[config.mk]
export PLATFORM = sky130hd
export DESIGN_NAME = fusion_accumulator
export DESIGN_NICKNAME = d
export VERILOG_FILES = /design/src/rtl/fusion_accumulator.sv
export SDC_FILE = /design/constraint.sdc
export NUM_CORES = 1
export LEC_CHECK = 0
export BUFFER_PORTS_ARGS = -buffer_cell sky130_fd_sc_hd__buf_2
export CORE_ASPECT_RATIO = 2
export CORE_MARGIN = 2
export CORE_UTILIZATION = 50
export CTS_BUF_LIST = sky130_fd_sc_hd__clkbuf_4 sky130_fd_sc_hd__clkbuf_8 sky130_fd_sc_hd__clkbuf_16
export DETAILED_ROUTE_END_ITERATION = 16
export GPL_TIMING_DRIVEN = 0
export PLACE_DENSITY = 0.78
export SYNTH_ARGS = -nofsm -noshare
export SYNTH_HDL_FRONTEND = slang
export SYNTH_SLANG_ARGS = --single-unit
export TNS_END_PERCENT = 1
[constraint.sdc]
create_clock -name clk -period 10.2 [get_ports clk]
set_clock_uncertainty 0.15 [all_clocks]
set_input_delay 0.51 -clock clk [delete_from_list [all_inputs] [get_ports clk]]
set_output_delay 0.51 -clock clk [all_outputs]
set_load 0.05 [all_outputs]
[src/rtl/fusion_accumulator.sv]
// Unpacks fused-unit product words into 1/2/4 lanes and accumulates them per group
// with per-lane saturation, then hands the sums to writeback over valid/ready.
//
// state    | meaning
// ST_IDLE  | no group open; next legal beat starts a group
// ST_ACCUM | group open; beats must match the latched cfg/signedness
module fusion_accumulator #(
  parameter int ACC_W = 32,
  parameter int CNT_W = 16
) (
  input  logic                 clk,
  input  logic                 reset,
  input  logic                 in_valid,
  output logic                 in_ready,
  input  logic [63:0]          in_data,
  input  logic [3:0]           in_cfg,
  input  logic                 in_signed,
  input  logic                 in_last,
  output logic                 out_valid,
  input  logic                 out_ready,
  output logic [4*ACC_W-1:0]   out_data,
  output logic [2:0]           out_lanes,
  output logic [CNT_W-1:0]     out_beats,
  output logic                 out_sat,
  output logic                 err
);

  typedef enum logic {ST_IDLE = 1'b0, ST_ACCUM = 1'b1} state_t;

  localparam logic [CNT_W-1:0] ONE_BEAT = CNT_W'(1);

  state_t               r_state, w_state_nxt;
  logic [ACC_W-1:0]     r_acc [4];
  logic [3:0]           r_cfg;
  logic                 r_signed;
  logic [CNT_W-1:0]     r_beats;
  logic                 r_sat_grp;
  logic                 r_out_valid;
  logic [4*ACC_W-1:0]   r_out_data;
  logic [2:0]           r_out_lanes;
  logic [CNT_W-1:0]     r_out_beats;
  logic                 r_out_sat;
  logic                 r_err;

  logic                 w_accept, w_take, w_drop, w_load, w_illegal, w_mismatch;
  logic [2:0]           w_lane_cnt;
  logic [ACC_W-1:0]     w_lane [4];
  logic [ACC_W-1:0]     w_base [4];
  logic [ACC_W:0]       w_wide [4];
  logic [ACC_W-1:0]     w_sum  [4];
  logic [3:0]           w_clamp;
  logic [CNT_W-1:0]     w_beats_nxt;
  logic                 w_sat_nxt;

  assign w_illegal  = (in_cfg[3:2] == 2'b11) || (in_cfg[1:0] == 2'b11);
  assign w_mismatch = (r_state == ST_ACCUM) && ((in_cfg != r_cfg) || (in_signed != r_signed));

  always_ff @(posedge clk) begin
    if (reset) r_state <= ST_IDLE;
    else       r_state <= w_state_nxt;
  end

  always_comb begin
    w_state_nxt = r_state;
    case (r_state)
      ST_IDLE:  if (w_take && !in_last) w_state_nxt = ST_ACCUM;
      ST_ACCUM: if (w_take && in_last)  w_state_nxt = ST_IDLE;
      default:  w_state_nxt = ST_IDLE;
    endcase
  end

  always_comb begin
    in_ready = !reset && (!r_out_valid || out_ready);
    w_accept = in_valid && in_ready;
    w_take   = w_accept && !w_illegal && !w_mismatch;
    w_drop   = w_accept && !w_take;
    w_load   = w_take && in_last;
  end

  // Lane unpack; lanes outside the active set stay 0 so their accumulators never move.
  always_comb begin
    w_lane_cnt = 3'd4;
    for (int k = 0; k < 4; k++) w_lane[k] = '0;
    case (in_cfg)
      4'b1010: begin
        w_lane_cnt = 3'd1;
        w_lane[0]  = {{(ACC_W-16){in_signed & in_data[15]}}, in_data[15:0]};
      end
      4'b1001, 4'b0110: begin
        w_lane_cnt = 3'd2;
        w_lane[0]  = {{(ACC_W-12){in_signed & in_data[11]}}, in_data[11:0]};
        w_lane[1]  = {{(ACC_W-12){in_signed & in_data[43]}}, in_data[43:32]};
      end
      default: begin
        for (int k = 0; k < 4; k++)
          w_lane[k] = {{(ACC_W-16){in_signed & in_data[16*k+15]}}, in_data[16*k +: 16]};
      end
    endcase
  end

  // One extra bit of headroom: signed overflow shows as the top two bits disagreeing.
  always_comb begin
    for (int k = 0; k < 4; k++) begin
      w_base[k]  = (r_state == ST_ACCUM) ? r_acc[k] : '0;
      w_wide[k]  = {in_signed & w_base[k][ACC_W-1], w_base[k]} +
                   {in_signed & w_lane[k][ACC_W-1], w_lane[k]};
      w_sum[k]   = w_wide[k][ACC_W-1:0];
      w_clamp[k] = 1'b0;
      if (in_signed) begin
        if (w_wide[k][ACC_W] != w_wide[k][ACC_W-1]) begin
          w_clamp[k] = 1'b1;
          w_sum[k]   = w_wide[k][ACC_W] ? {1'b1, {(ACC_W-1){1'b0}}} : {1'b0, {(ACC_W-1){1'b1}}};
        end
      end else if (w_wide[k][ACC_W]) begin
        w_clamp[k] = 1'b1;
        w_sum[k]   = '1;
      end
    end
    if (r_state == ST_IDLE) w_beats_nxt = ONE_BEAT;
    else if (&r_beats)      w_beats_nxt = r_beats;
    else                    w_beats_nxt = r_beats + ONE_BEAT;
    w_sat_nxt = ((r_state == ST_ACCUM) && r_sat_grp) || (|w_clamp);
  end

  always_ff @(posedge clk) begin
    if (reset) begin
      for (int k = 0; k < 4; k++) r_acc[k] <= '0;
      r_cfg       <= '0;
      r_signed    <= 1'b0;
      r_beats     <= '0;
      r_sat_grp   <= 1'b0;
      r_out_valid <= 1'b0;
      r_out_data  <= '0;
      r_out_lanes <= '0;
      r_out_beats <= '0;
      r_out_sat   <= 1'b0;
      r_err       <= 1'b0;
    end else begin
      if (w_drop) r_err <= 1'b1;
      if (r_out_valid && out_ready) r_out_valid <= 1'b0;
      if (w_take) begin
        r_cfg    <= in_cfg;
        r_signed <= in_signed;
        if (w_load) begin
          for (int k = 0; k < 4; k++) r_acc[k] <= '0;
          r_beats     <= '0;
          r_sat_grp   <= 1'b0;
          r_out_valid <= 1'b1;
          r_out_data  <= {w_sum[3], w_sum[2], w_sum[1], w_sum[0]};
          r_out_lanes <= w_lane_cnt;
          r_out_beats <= w_beats_nxt;
          r_out_sat   <= w_sat_nxt;
        end else begin
          for (int k = 0; k < 4; k++) r_acc[k] <= w_sum[k];
          r_beats   <= w_beats_nxt;
          r_sat_grp <= w_sat_nxt;
        end
      end
    end
  end

  assign out_valid = r_out_valid;
  assign out_data  = r_out_data;
  assign out_lanes = r_out_lanes;
  assign out_beats = r_out_beats;
  assign out_sat   = r_out_sat;
  assign err       = r_err;

endmodule

==> metrics.md <==
| Metric | Value |
|---|---|
| Status | `finished, final reports clean` |
| Synth area leaders | `dfxtp_1, edfxtp_1, ha_1` |
| DR vias/cell | `6.14` |
| Post-Syn Area | `about 0.020 mm2` |
| Drt first-iter violations | `1097` |
| Hold path startpoint | `in_valid` |
| Share of Yosys cell area claimed by the top area cell type | `about a fifth` |
| Pre-CTS setup slack | `between 0.2 and 0.3 ns` |
| First-pass GRT wire length | `108000 um` |
| Die X | `around 140 um` |
| Wirelength, routed | `71100 um` |
| CP Capture Type | `flop` |
| Critical path class | `reg2reg` |
| Register area share after synthesis | `35.2%` |
| Nets | `2859` |
| Fin. max-slew vios | `0` |
| Worst hold path class | `in2reg` |
| Area growth syn-to-layout | `14.2%` |
| Number of global-route vias before repair | `20200` |
| Wire length on met2 | `37000 um` |
| CTS Root Cell | `clkbuf_16` |
| CTS tree | `built` |
| Top sig layer | `met4` |
| Clock Path Buffers | `3` |
| Cells after Synth | `2407` |
| Die Height | `between 200 and 300 um` |
| Worst-path fanout max | `10` |
| Synthesized Nets | `2604` |
| Core Footprint | `between 0.03 and 0.04 mm2` |
| FMAX | `102 MHz` |
| PortBufs | `223` |
| Period utilization | `96.5%` |
| Met3 wire len | `4180 um` |
| Slew margin rel. | `15.0%` |
| TritonCTS buffer count | `29` |
| Row Count | `103` |
| Layout cell share with drive strength beyond 1 | `a little over an eighth` |
| Ys Warns | `0` |
| Worst Tran Pin Value | `1.27 ns` |
| Fin Setup TNS | `0 ns` |
| Max_cap viols | `0` |
| Reg2reg setup slack | `0.36 ns` |
| Gpl congestion | `1.02` |
| CP arrival | `10.00 ns` |
| Die ar. | `around 0.041 mm2` |
| Setup crit start kind | `flop` |
| Avg Inst Size Synth | `8.24 um2` |
| TritonCTS Sinks | `~300` |
| Synth top cells by count | `nor2_1, a21oi_1, dfxtp_1, nand2_1, and2_1` |
| Vias | `between 15000 and 20000` |
| # Post-CTS Setup Buffers | `0` |
| Met1 WL | `23300 um` |
| H-tree depth | `1` |
| GRT Residual Overflow | `0` |
| WP data required | `between 10 and 15 ns` |
| Distinct cells, synth | `93` |
| I/O pins | `225` |
| Post-route ant nets | `0` |
| Initial core utilization | `50.5%` |
| Number of flops mapped to enable cells by yosys | `96` |
| RSZ-0062 raised after global routing | `no` |
| Worst skew pair latency | `0.60 ns` |
| Final setup violation count | `0` |
| Min setup slack post-route | `0.356 ns` |
| Ys async rst share | `0%` |
| Gr usage total | `33.8%` |
| Synthesized flop and latch total | `~300` |
| Post-route DRC | `0` |
| Drt first pass iters | `5` |
| Top-count cell post-synth | `nor2_1` |
| PwrDens | `141 mW/mm2` |
| Slowest stage cell, crit path | `nor3b_1` |
| Worst-path clk slew | `0.07 ns` |
| Most frequent CP cell | `clkbuf_1` |
| Post-layout minimum cycle time | `9.84 ns` |
| Peak supply drop | `0.000135 V` |
| Pin count of the biggest net entering global routing | `between 60 and 70` |
| HPWL after DPL | `between 50000 and 60000 um` |
| Area leader, netlist | `dfxtp_1` |
| Wire length per cell | `22.1 um` |
| CP peak stage delay | `0.82 ns` |
| Leakage | `0.00948 uW` |
| Cell Chain, Critical Path | `clkbuf_1 > clkbuf_1 > clkbuf_1 > clkbuf_1 > clkbuf_1 > clkbuf_2 > clkbuf_1 > and2_1 > ha_1 > inv_1 > fa_1 > nand2b_1 > a211o_1 > a31o_2 > and4_1 > nor4_1 > or2_4 > xor2_1 > ha_1 > and2_1 > clkbuf_1 > o311ai_0 > nor3b_1 > a21oi_1` |
| Initial antenna violation count | `2` |
| Hold Fails Final Rpt | `0` |
| Most frequently used flop master after synthesis | `dfxtp_1` |
## state kept, by name, summed over array words and instances (netlist names), named ones only
register	count
err	1
out_beats	16
out_data	128
out_lanes	3
out_sat	1
out_valid	1
r_acc	128
r_beats	16
r_cfg	4
r_sat_grp	1
r_signed	1
## final timing paths
path	end	cells after the start
min	err	3
max reg2reg	r_acc[1][30]	24
min reg2reg	r_acc[2][30]	2
max	r_acc[1][30]	24
## layout by cell type (no fill, tap or decap), types with 10 or more instances in the layout
| cell type | Yosys | final |
|---|---|---|
| mux2i_1 | 17 | 17 |
| nand2_1 | 205 | 205 |
| or2_2 | 10 | 10 |
| and3_1 | 29 | 29 |
| a21o_1 | 39 | 39 |
| clkbuf_1 | 114 | 113 |
| inv_1 | 37 | 36 |
| buf_2 | 22 | 245 |
| o21a_1 | 28 | 28 |
| a211oi_1 | 134 | 133 |
| nor3_1 | 26 | 26 |
| a21oi_1 | 222 | 222 |
| edfxtp_1 | 96 | 96 |
| and2_1 | 155 | 155 |
| xnor2_1 | 81 | 81 |
| or3_1 | 20 | 20 |
| nand4_1 | 20 | 20 |
| nor2_1 | 318 | 318 |
| nand3_1 | 73 | 73 |
| nor4_1 | 12 | 12 |
| o21ai_0 | 109 | 109 |
| a311oi_1 | 18 | 18 |
| ha_1 | 119 | 119 |
| nand2b_1 | 24 | 24 |
| a31oi_1 | 19 | 19 |
| o211ai_1 | 17 | 17 |
| o31ai_1 | 14 | 14 |
| dfxtp_1 | 205 | 205 |
| xor2_1 | 31 | 31 |
| clkbuf_16 | 0 | 31 |
## metal layers
metal | vias up | track usage [%]
met4 | 0 | 27.6
li1 | 9251 | -
met2 | 795 | 62.5
met1 | 9355 | 31.4
met3 | 312 | 5.94
met5 | - | 0
## critical path: cells and delay by family (launching register included)
family	cells	cell delay [ns]
AO/OA/AOI/OAI	4	1.02
XOR/XNOR	1	0.25
adder cells (fa/ha/maj)	3	0.86
buffers and inverters	9	4.35
flip-flops	1	0.36
AND/OR/NAND/NOR	7	2.52
## through the flow
step / instances / hold WS [ns] / total power [uW] / cell area (um2) / utilization, %
3_3_place_gp: 3155 / 0.278 / 2040 / 21600 / 55.0
2_1_floorplan: 2407 / 0.267 / 1830 / 19800 / -
6_report: 3212 / 0.0578 / 3200 / 22700 / 57.7
3_5_place_dp: 3156 / 0.290 / 2050 / 21600 / 55.1
5_1_grt: 3211 / 0.0438 / 3310 / 22700 / 57.7
4_1_cts: 3209 / 0.0476 / 3190 / 22600 / 57.6
## area by class of cell
type                       instances  area, um2
clock inverter                    19        199
fill                            3653      16600
clock buffer                      34        805
timing repair buffer             224       1140
buffer                           155        663
inverter                          39        149
tap                              525        657
sequential                       301       6990
multi-input combinational       1912      12100
antenna                            3       7.51
## timing repair
item	in CTS	in global routing
resized for setup	0	4
setup endpoints to repair	0	24
hold buffers	0	0
## cells by family after synthesis
| family | Yosys count | share of synthesized area, % |
|---|---|---|
| AND/OR/NAND/NOR | 937 | 22.7 |
| buffers and inverters | 194 | 4.07 |
| multiplexers | 21 | 1.14 |
| XOR/XNOR | 113 | 5.03 |
| AO/OA/AOI/OAI | 718 | 23.9 |
| adder cells (fa/ha/maj) | 123 | 7.91 |
| flip-flops | 301 | 35.2 |
## where the power goes
part | leakage, uW | total [uW] | internal [uW] | switching, uW
sequential | 0.00267 | 1320 | 1290 | 26.1
clock | 0.000490 | 1160 | 645 | 516
combinational | 0.00633 | 719 | 213 | 507
total | 0.00948 | 3200 | 2150 | 1050
Note: power is estimated with default switching activity, not from simulation.
